`config.mk`:
```
export PLATFORM = sky130hd
export DESIGN_NAME = bit_shuffle_stage
export DESIGN_NICKNAME = d
export VERILOG_FILES = /design/src/rtl/bit_shuffle_stage.sv
export SDC_FILE = /design/constraint.sdc
export NUM_CORES = 1
export LEC_CHECK = 0
export BUFFER_PORTS_ARGS = -buffer_cell sky130_fd_sc_hd__buf_4
export CORE_MARGIN = 2
export CORE_UTILIZATION = 57
export CTS_BUF_LIST = sky130_fd_sc_hd__clkbuf_8
export DETAILED_ROUTE_END_ITERATION = 10
export PLACE_DENSITY = 0.81
export SYNTH_ARGS = -nofsm -noshare
export SYNTH_HDL_FRONTEND = slang
export SYNTH_SLANG_ARGS = --single-unit
export TNS_END_PERCENT = 50
```
`constraint.sdc`:
```
create_clock -name clk -period 2.2 [get_ports clk]
set_input_delay 0.11 -clock clk [delete_from_list [all_inputs] [get_ports clk]]
set_output_delay 0.11 -clock clk [all_outputs]
set_load 0.005 [all_outputs]
```
`src/rtl/bit_shuffle_stage.sv`:
```
// rtl/bit_shuffle_stage.sv - registered bit-permutation stage with a runtime-writable table
// Optional per-bit output mask is compiled in when BIT_SHUFFLE_MASK_EN is defined.
module bit_shuffle_stage #(
  parameter int WIDTH = 8,
  parameter int IDXW  = $clog2(WIDTH)
) (
  input  logic             clk,
  input  logic             rst,
  input  logic             in_valid,
  output logic             in_ready,
  input  logic [WIDTH-1:0] in_data,
  output logic             out_valid,
  input  logic             out_ready,
  output logic [WIDTH-1:0] out_data,
  input  logic             cfg_we,
  input  logic [IDXW-1:0]  cfg_idx,
  input  logic [IDXW-1:0]  cfg_sel,
  output logic             cfg_err,
`ifdef BIT_SHUFFLE_MASK_EN
  input  logic             cfg_mask_we,
  input  logic [WIDTH-1:0] cfg_mask,
`endif
  output logic [15:0]      beat_count
);

  localparam logic [IDXW:0] WIDTH_L = (IDXW+1)'(WIDTH);

  logic [IDXW-1:0]  perm_q [WIDTH];
  logic [IDXW-1:0]  perm_d [WIDTH];
  logic             out_valid_q, out_valid_d;
  logic [WIDTH-1:0] out_data_q, out_data_d;
  logic             cfg_err_q, cfg_err_d;
  logic [15:0]      count_q, count_d;
  logic [WIDTH-1:0] shuffled, masked;
  logic             in_range, accept, xfer;

  assign in_range = ({1'b0, cfg_idx} < WIDTH_L) && ({1'b0, cfg_sel} < WIDTH_L);
  assign in_ready = !rst && (!out_valid_q || out_ready);
  assign accept   = in_valid && in_ready;
  assign xfer     = out_valid_q && out_ready;

  // Beats use the table as it stands before this edge's cfg write lands.
  always_comb begin
    shuffled = '0;
    for (int i = 0; i < WIDTH; i++) begin
      shuffled[i] = |(in_data & (WIDTH'(1) << perm_q[i]));
    end
  end

`ifdef BIT_SHUFFLE_MASK_EN
  logic [WIDTH-1:0] mask_q, mask_d;
  assign mask_d = cfg_mask_we ? cfg_mask : mask_q;
  assign masked = shuffled & mask_q;
`else
  assign masked = shuffled;
`endif

  always_comb begin
    perm_d = perm_q;
    for (int i = 0; i < WIDTH; i++) begin
      if (cfg_we && in_range && (cfg_idx == IDXW'(i))) begin
        perm_d[i] = cfg_sel;
      end
    end
    cfg_err_d   = cfg_we && !in_range;
    out_valid_d = accept ? 1'b1 : (xfer ? 1'b0 : out_valid_q);
    out_data_d  = accept ? masked : out_data_q;
    count_d     = count_q + 16'(xfer);
  end

  always_ff @(posedge clk) begin
    if (rst) begin
      for (int i = 0; i < WIDTH; i++) begin
        perm_q[i] <= IDXW'(i);
      end
      out_valid_q <= 1'b0;
      out_data_q  <= '0;
      cfg_err_q   <= 1'b0;
      count_q     <= '0;
`ifdef BIT_SHUFFLE_MASK_EN
      mask_q      <= '1;
`endif
    end else begin
      perm_q      <= perm_d;
      out_valid_q <= out_valid_d;
      out_data_q  <= out_data_d;
      cfg_err_q   <= cfg_err_d;
      count_q     <= count_d;
`ifdef BIT_SHUFFLE_MASK_EN
      mask_q      <= mask_d;
`endif
    end
  end

  assign out_valid  = out_valid_q;
  assign out_data   = out_data_q;
  assign cfg_err    = cfg_err_q;
  assign beat_count = count_q;

endmodule

```
==> impl_metrics.env, run 1 <==
export IMPL_drive_gt1_share_pct=22.18
export IMPL_drc=0
export IMPL_hpwl_um=3878
export IMPL_die_area_mm2=0.004922
export IMPL_highest_layer="met4"
export IMPL_die_height_um=70.16
export IMPL_reg2reg_from="out_valid"
export IMPL_clk_pin_slew_ps=90
export IMPL_p_leak_nw=1.163
export IMPL_fp_coreArea_mm2=0.004294
export IMPL_cts_sinks=49
export IMPL_grt_pass1_vias=1906
export IMPL_synth_area_leaders="dfxtp_1 39%, mux2i_1 16%, mux4_2 7.2%"
export IMPL_cts_tree="done"
export IMPL_gp_congestion=0.8578
export IMPL_fin_skew_ps=8.474
export IMPL_max_cap_viol_count=0
export IMPL_rsz0062_at_grt="no"
export IMPL_synthesis_nets=287
export IMPL_syn_cell_area_mm2=0.002495
export IMPL_wl_met3_um=284
export IMPL_track_usage_pct=23.08
export IMPL_synth_cells=265
export IMPL_synth_largest_area_cell="dfxtp_1"
export IMPL_tns_ps=0
export IMPL_viasPerCell=5.858
export IMPL_diodes=0
export IMPL_clk_path_buf_depth=2
export IMPL_hold_path_class="in2reg"
export IMPL_ff2ff_setup_slack_ps=300
export IMPL_fin_crit_sh_pct=86.36
export IMPL_drt_initial_drc_count=91
export IMPL_clock_fmax_ghz=0.5263
export IMPL_crit_start="out_valid"
export IMPL_routed_wl_um=5448
export IMPL_finalSetupViolations=0
export IMPL_path_max_fanout=6
export IMPL_cts_resized=0
export IMPL_ant_nets=0
export IMPL_grt_pass1_wl_um=9080
export IMPL_crit_arrival_ps=2080
export IMPL_post_cts_buffers=0
export IMPL_total_power_w=0.001670
export IMPL_cts_buffers_inserted=5
export IMPL_synth_seq_area_share_pct=39.32
export IMPL_antenna_found_initial=0
export IMPL_final_nets=314
export IMPL_fin_crit_ps=1900
export IMPL_met2_length_um=2705
export IMPL_grt_max_degree=52
export IMPL_h_tree_depth=2
export IMPL_avgSynthCellArea_um2=9.415
export IMPL_root_buffer="clkbuf_8"
export IMPL_port_buffers=44
export IMPL_initial_core_util_pct=58.10
export IMPL_final_max_slew_viol_count=0
export IMPL_n_fill_cell=371
export IMPL_yosysWarnings=0
export IMPL_num_vias=2021
export IMPL_critPathKind="reg2reg"
export IMPL_p_per_area_mw_per_mm2=578.7
export IMPL_cp_endpoint="beat_count[12]"
export IMPL_synth_cell_types=33
export IMPL_relSlewSlack_pct=49.60
export IMPL_mostFrequentLayoutCell="dfxtp_1"
export IMPL_final_cell_mix="49 x dfxtp_1, 46 x nor2_1, 45 x buf_4, 41 x mux2i_1, 12 x a211o_1"
export IMPL_worst_hold_slack_ps=16.20
export IMPL_post_drt_wl_per_cell_um=15.79
export IMPL_areaGrowthSynthToFinish_pct=15.70
export IMPL_status="completed"
export IMPL_reg2reg_depth=7
export IMPL_io_pins=46
export IMPL_worst_pin_slew_ps=754.4
export IMPL_synth_top_area_share_pct=39.32
export IMPL_worstReg2RegEnd="beat_count[12]"
export IMPL_cp_start_kind="register"
export IMPL_vdd_drop_max_mv=0.3273
export IMPL_dr_pass1_iters=4
export IMPL_cts_hold_buf=0
export IMPL_ys_seq_elements=49
export IMPL_met1_length_um=2376
export IMPL_die_w_um=70.16
export IMPL_hold_viol_final=0
export IMPL_overflow=0
export IMPL_cp_required_ps=2380
export IMPL_crit_path_end_kind="register"
export IMPL_rows=24
export IMPL_clk_latency_ps=300
[worst max-delay path, stage by stage (launching register included)]
cell     delay (ps)
dfxtp_1         340
and2_1          140
ha_1            250
ha_1            240
nand3_1         210
nor4_1          380
xnor2_1         160
nor2_1           50
[logic make-up (layout without fill, tap and decap cells)]
family                     count (synthesis)  in the layout  share of synthesized area (%)
muxes                                     49             49                          23.67
other                                      1              1                         0.1503
buffers and inverters                     30             58                          4.664
adders and majority gates                  3              3                          1.505
AOI/OAI and AO/OA                         33             33                          9.579
xor gates and xnor gates                   9              9                          3.160
DFF                                       49             49                          39.32
and+or+nand+nor                           91             91                          17.95
[power breakdown]
group	internal, W	switching (W)
clock network	0.000220	0.000301
logic	0.000109	0.000102
registers	0.000914	0.0000234
total	0.00124	0.000427
[cells in the mapped netlist (all sizes together)]
master / instances
a211o: 12
or3: 3
mux2i: 41
nand2b: 2
or4: 2
nand4b: 3
conb: 1
nor3: 5
nand4: 4
a21oi: 8
buf: 7
o21ai: 2
nor4: 4
o31ai: 2
a31o: 1
clkbuf: 18
ha: 3
nor3b: 2
nand2: 7
xnor2: 7
a211oi: 8
mux4: 8
nor2b: 7
dfxtp: 49
nor2: 46
inv: 5
nand3: 5
xor2: 2
and2: 1
[per-layer routing]
layer,vias up,global-route usage [%]
met4,0,9.188
met3,10,3.752
met1,954,29.95
met5,-,0
li1,989,-
met2,68,38.52
[area by class of cell]
class                   instances  area [um2]  share of cell area [%]
clock buffers                   5       68.82                   2.384
clock inverters                 3       17.52                  0.6068
inverters                       5       18.77                  0.6502
multi-input cells             186        1398                   48.42
flip-flops and latches         49       980.9                   33.98
well taps                      52       65.06                   2.254
repair buffers                 45       337.8                   11.70
[worst min path at each step]
stage                     startpoint    endpoint  slack (ps)  cells past startpoint
after CTS                   in_valid   out_valid           9                      3
after global routing        in_valid   out_valid          20                      3
final                       in_valid   out_valid          20                      3
after floorplan           cfg_sel[1]  perm_q[16]         230                      1
after detailed placement    in_valid   out_valid         330                      3
after global placement      in_valid   out_valid         330                      3
[state kept, by name (all words and copies together), names as in the netlist]
name / cells
out_valid: 1
beat_count: 16
out_data: 8
perm_q: 24
[per-stage QoR]
| step | area, um2 | cells | worst slack [ps] | utilization [%] |
|---|---|---|---|---|
| 3_3_place_gp | 2800 | 337 | 357.9 | 65.21 |
| 2_1_floorplan | 2495 | 265 | 474.0 | - |
| 4_1_cts | 2887 | 345 | 282.6 | 67.22 |
| 5_1_grt | 2887 | 345 | 77.17 | 67.22 |
| 3_5_place_dp | 2800 | 337 | 299.0 | 65.21 |
| 6_report | 2887 | 345 | 300.1 | 67.22 |
Note: power is estimated with default switching activity, not from simulation.
==> run 2, diff against run 1 <==
--- a/config.mk
+++ b/config.mk
@@ -11,6 +11,7 @@
 export CTS_BUF_LIST = sky130_fd_sc_hd__clkbuf_8
 export DETAILED_ROUTE_END_ITERATION = 10
 export PLACE_DENSITY = 0.81
+export REMOVE_ABC_BUFFERS = 1
 export SYNTH_ARGS = -nofsm -noshare
 export SYNTH_HDL_FRONTEND = slang
 export SYNTH_SLANG_ARGS = --single-unit
==> run 2 against run 1 <==
  * Combinational power down 3%
  * Sequential share of layout area unchanged
  * Final area unchanged
  * First-iteration DRC count down 5.5%
  * Core utilization unchanged
  * Clock skew down 4.4 ps
  * Register-to-register slack about the same
  * Sequential power about the same
  * Critical endpoint unchanged
  * Largest cell class unchanged
  * Highest routed layer unchanged
==> impl_metrics.env, run 2 (synthesis gave the netlist of run 1 again) <==
export IMPL_rows=24
export IMPL_num_vias=1990
export IMPL_max_stage_delay_ps=390
export IMPL_antenna_found_initial=0
export IMPL_cpMostUsedCell="ha_1"
export IMPL_overflow=0
export IMPL_areaGrowthSynthToFinish_pct=15.70
export IMPL_p_leak_nw=1.167
export IMPL_grt_max_degree=52
export IMPL_clk_latency_ps=300
export IMPL_h_tree_depth=2
export IMPL_ant_nets=0
export IMPL_clk_path_buf_depth=2
export IMPL_vdd_drop_max_mv=0.4335
export IMPL_cts_buffers_inserted=5
export IMPL_die_w_um=70.16
export IMPL_fp_coreArea_mm2=0.004294
export IMPL_worst_hold_slack_ps=29.09
export IMPL_grt_pass1_wl_um=8459
export IMPL_max_cap_viol_count=0
export IMPL_root_buffer="clkbuf_8"
export IMPL_cts_hold_buf=0
export IMPL_crit_arrival_ps=2070
export IMPL_post_cts_buffers=0
export IMPL_cts_sinks=49
export IMPL_crit_path_end_kind="register"
export IMPL_drive_gt1_share_pct=21.58
export IMPL_worst_pin_slew_ps=615.7
export IMPL_path_delay_family="simple AND/OR/NAND/NOR gates"
export IMPL_gp_congestion=0.8856
export IMPL_crit_buf_inv=0
export IMPL_track_usage_pct=21.43
export IMPL_die_height_um=70.16
export IMPL_critPathKind="reg2reg"
export IMPL_cts_tree="done"
export IMPL_cp_start_kind="register"
export IMPL_rsz0062_at_grt="no"
export IMPL_hold_viol_final=0
export IMPL_tns_ps=0
export IMPL_drt_initial_drc_count=86
export IMPL_layout_setup_ws_ps=305.9
export IMPL_clk_pin_slew_ps=80
export IMPL_largest_reg_flops=24
export IMPL_p_per_area_mw_per_mm2=577.3
export IMPL_fin_cells=344
export IMPL_hold_path_class="in2reg"
export IMPL_cp_required_ps=2380
export IMPL_dp_cells=337
export IMPL_critPathSlowestCell="nor4_1"
export IMPL_largest_register="perm_q"
export IMPL_initial_core_util_pct=58.10
export IMPL_final_nets=314
export IMPL_dr_pass1_iters=4
export IMPL_fin_skew_ps=4.074
export IMPL_final_max_slew_viol_count=0
export IMPL_pre_cts_ws_ps=307.0
export IMPL_fin_crit_ps=1894
export IMPL_grt_pass1_vias=1800
export IMPL_die_area_mm2=0.004922
export IMPL_fin_crit_sh_pct=86.09
export IMPL_diodes=0
export IMPL_cts_resized=0
export IMPL_io_pins=46
export IMPL_crit_chain="and2_1 -> ha_1 -> ha_1 -> nand3_1 -> nor4_1 -> xnor2_1 -> nor2_1"
export IMPL_clock_fmax_ghz=0.5280
export IMPL_path_max_fanout=6
export IMPL_hpwl_um=3790
export IMPL_routed_wl_um=5069
export IMPL_mostFrequentLayoutCell="dfxtp_1"
export IMPL_finalSetupViolations=0
export IMPL_drc=0
export IMPL_final_cell_mix="49 x dfxtp_1, 46 x nor2_1, 45 x buf_4, 41 x mux2i_1, 12 x a211o_1"
export IMPL_status="completed"
export IMPL_relSlewSlack_pct=58.86
export IMPL_post_drt_wl_per_cell_um=14.74
export IMPL_port_buffers=44
export IMPL_viasPerCell=5.785
-- run 2: cell count changes in the layout (fill, tap and decap cells not counted) --
cell	before	now
clkbuf_8	5	6
inv_1	5	6
clkinvlp_4	1	0
clkinv_2	2	0
-- run 2: worst paths after layout --
check | from | slack [ps] | end | cells past startpoint
setup / recovery | out_valid | 310 | beat_count[12] | 7
hold / removal | in_valid | 30 | out_valid | 3
setup reg to reg | out_valid | 310 | beat_count[12] | 7
hold reg to reg | beat_count[15] | 490 | beat_count[15] | 2
-- run 2: report_power, final --
group	internal (W)	switching, W
Combinational	0.000109	0.0000950
Clock	0.000245	0.000278
Sequential	0.000914	0.0000249
-- run 2: metrics by stage --
| stage | utilization, % | total power [W] | cell area, um2 |
|---|---|---|---|
| floorplan | - | 0.001056 | 2397 |
| global placement | 65.21 | 0.001155 | 2800 |
| detailed placement | 65.21 | 0.001164 | 2800 |
| CTS | 67.22 | 0.001679 | 2887 |
| global route | 67.22 | 0.001734 | 2887 |
| finish | 67.22 | 0.001666 | 2887 |
-- run 2: cell type report --
cell class	count	area, um2
fillers	362	1408
multi-input cells	186	1398
flip-flops and latches	49	980.9
repair buffers	45	337.8
clock buffers	6	82.58
well taps	52	65.06
inverters	5	18.77
clock inverters	1	3.754
-- run 2: metal layers --
layer / share of wire (%) / GRT usage (%) / vias up
met5: 0 / 0 / -
met4: 0.87 / 5.983 / 0
met3: 4.7 / 5.051 / 5
met2: 52 / 37.57 / 46
met1: 42 / 26.29 / 951
li1: - / - / 988
-- run 2: worst register-to-register path: cells and delay by family, from the launching register on --
family	cells	cell delay, ps
xor+xnor	1	160
fa+ha+maj	2	480
flops	1	340
simple gates	4	800
==> run 3, diff against run 2 <==
--- a/config.mk
+++ b/config.mk
@@ -8,7 +8,7 @@
 export BUFFER_PORTS_ARGS = -buffer_cell sky130_fd_sc_hd__buf_4
 export CORE_MARGIN = 2
 export CORE_UTILIZATION = 57
-export CTS_BUF_LIST = sky130_fd_sc_hd__clkbuf_8
+export CTS_BUF_LIST = sky130_fd_sc_hd__clkbuf_4
 export DETAILED_ROUTE_END_ITERATION = 10
 export PLACE_DENSITY = 0.81
 export REMOVE_ABC_BUFFERS = 1
==> run 3 against run 2 <==
  * Critical path type unchanged
  * Register-to-register slack about the same
  * Combinational power increased by 2%
  * Cell count increased by 1.2%
==> impl_metrics.env, run 3 (synthesis gave the netlist of run 1 again) <==
export IMPL_status="completed"
export IMPL_critPathSlowestCell="nor4_1"
export IMPL_holdPathStages=4
export IMPL_clk_latency_ps=360
export IMPL_grt_max_degree=52
export IMPL_hold_viol_final=0
export IMPL_pwr_share_comb_pct=13.6
export IMPL_areaGrowthSynthToFinish_pct=15.80
export IMPL_hpwl_um=3790
export IMPL_rsz0062_at_grt="no"
export IMPL_fin_skew_ps=4.483
export IMPL_port_buffers=44
export IMPL_clkPwrFrac_pct=25.2
export IMPL_reg2reg_depth=7
export IMPL_sequentialPowerShare_pct=61.3
export IMPL_fp_coreArea_mm2=0.004294
export IMPL_antenna_found_initial=0
export IMPL_cts_resized=0
export IMPL_cp_required_ps=2450
export IMPL_overflow=0
export IMPL_finalSetupViolations=0
export IMPL_crit_path_end_kind="register"
export IMPL_total_power_w=0.001535
export IMPL_post_drt_wl_per_cell_um=14.32
export IMPL_top_usage_layer="met2"
export IMPL_largest_register="perm_q"
export IMPL_fin_cells=348
export IMPL_crit_arrival_ps=2140
export IMPL_io_pins=46
export IMPL_grt_util_met2_pct=36.83
export IMPL_die_w_um=70.16
export IMPL_mostFrequentLayoutCell="dfxtp_1"
export IMPL_relSlewSlack_pct=59.00
export IMPL_num_vias=1992
export IMPL_clk_pin_slew_ps=120
export IMPL_critPathKind="reg2reg"
export IMPL_initial_core_util_pct=58.10
export IMPL_p_leak_nw=1.165
export IMPL_final_max_slew_viol_count=0
export IMPL_global_route_usage_met1_pct=26.11
export IMPL_root_buffer="clkbuf_4"
export IMPL_gp_congestion=0.8856
export IMPL_dpl_cell_area_mm2=0.002800
export IMPL_tns_ps=0
export IMPL_drt_initial_drc_count=92
export IMPL_reg2reg_from="out_valid"
export IMPL_holdPathEnd="out_valid"
export IMPL_path_max_fanout=6
export IMPL_fin_crit_sh_pct=86.18
export IMPL_swShare_pct=24.57
export IMPL_worst_pin_slew_ps=613.7
export IMPL_final_cell_mix="49 x dfxtp_1, 46 x nor2_1, 45 x buf_4, 41 x mux2i_1, 12 x a211o_1"
export IMPL_routed_wl_um=4983
export IMPL_ff2ff_setup_slack_ps=300
export IMPL_vdd_drop_max_mv=0.3255
export IMPL_worstReg2RegEnd="beat_count[12]"
export IMPL_drc=0
export IMPL_max_cap_viol_count=0
export IMPL_cp_start_kind="register"
export IMPL_clock_fmax_ghz=0.5274
export IMPL_dr_pass1_iters=4
export IMPL_cpMostUsedCell="ha_1"
export IMPL_final_area_mm2=0.002889
export IMPL_final_nets=318
export IMPL_hold_path_class="in2reg"
export IMPL_dp_cells=337
export IMPL_grt_pass1_wl_um=8355
export IMPL_p_per_area_mw_per_mm2=531.2
export IMPL_rows=24
export IMPL_diodes=0
export IMPL_internal_power_w=0.001158
export IMPL_max_stage_delay_ps=390
export IMPL_p_sw_w=0.0003771
export IMPL_die_height_um=70.16
export IMPL_cts_tree="done"
export IMPL_drive_gt1_share_pct=21.28
export IMPL_track_usage_pct=21.04
export IMPL_largest_reg_flops=24
export IMPL_h_tree_depth=2
export IMPL_die_area_mm2=0.004922
export IMPL_cts_buffers_inserted=5
export IMPL_clk_path_buf_depth=2
export IMPL_viasPerCell=5.724
export IMPL_grt_met3_usage_pct=5.051
export IMPL_holdCritStartpoint="out_ready"
export IMPL_grt_pass1_vias=1782
export IMPL_cts_sinks=49
export IMPL_n_fill_cell=362
export IMPL_crit_chain="and2_1 -> ha_1 -> ha_1 -> nand3_1 -> nor4_1 -> xnor2_1 -> nor2_1"
export IMPL_crit_start="out_valid"
export IMPL_fin_crit_ps=1896
export IMPL_ant_nets=0
==> run 3: cell count changes in the layout (fill, tap and decap cells not counted) <==
cell / change
clkbuf_4: +6
clkbuf_8: -6
dlygate4sd3_1: +4
clkinv_1: +1
inv_1: -1
==> run 3: layout make-up <==
type	count	area [um2]	share of cell area, %
flip-flops and latches	49	980.9	33.95
well taps	52	65.06	2.252
inverters	5	18.77	0.6496
clock inverters	1	3.754	0.1299
multi-input cells	186	1398	48.38
clock buffers	6	45.04	1.559
repair buffers	49	377.9	13.08
==> run 3: critical path: cells and delay by family, from the launching register on <==
kind                     cells  cell delay [ps]
XOR/XNOR                     1              160
adder cells (fa/ha/maj)      2              480
flip-flops                   1              350
AND/OR/NAND/NOR              4              800
==> run 3: timing repair <==
item / 4_1_cts / 5_1_grt
buffers inserted: 0 / 0
hold buffers: 3 / 1
hold endpoints to repair: 3 / 1
==> run 3: worst max-delay path by stage <==
stage / end / depth (start not counted)
floorplan: beat_count[14] / 7
global placement: beat_count[12] / 7
detailed placement: beat_count[10] / 7
CTS: beat_count[12] / 7
global route: beat_count[10] / 7
finish: beat_count[12] / 7
==> run 3: per-stage QoR <==
stage | util [%] | hold slack (ps) | setup slack (ps)
CTS | 67.05 | 2.115 | 289.0
floorplan | - | 179.1 | 483.4
global placement | 65.21 | 326.9 | 376.2
global route | 67.28 | 80.35 | 103.3
finish | 67.28 | 48.37 | 304.0
detailed placement | 65.21 | 341.1 | 307.0
==> run 3: power groups by stage <==
stage                     combinational, W  clock, W  sequential (W)
final                             0.000208  0.000386        0.000940
after CTS                         0.000209  0.000400        0.000940
after global placement            0.000197         0        0.000958
after detailed placement          0.000204         0        0.000960
after global routing              0.000230  0.000435        0.000944
after floorplan                   0.000100         0        0.000956
==> run 3: per-layer routing <==
layer | part of all wire, % | vias to the layer above | wire length, um
met5 | 0 | - | 0
met4 | 1.1 | 0 | 53
met3 | 4.6 | 5 | 230
met2 | 51 | 45 | 2530
met1 | 44 | 946 | 2168
li1 | - | 996 | -
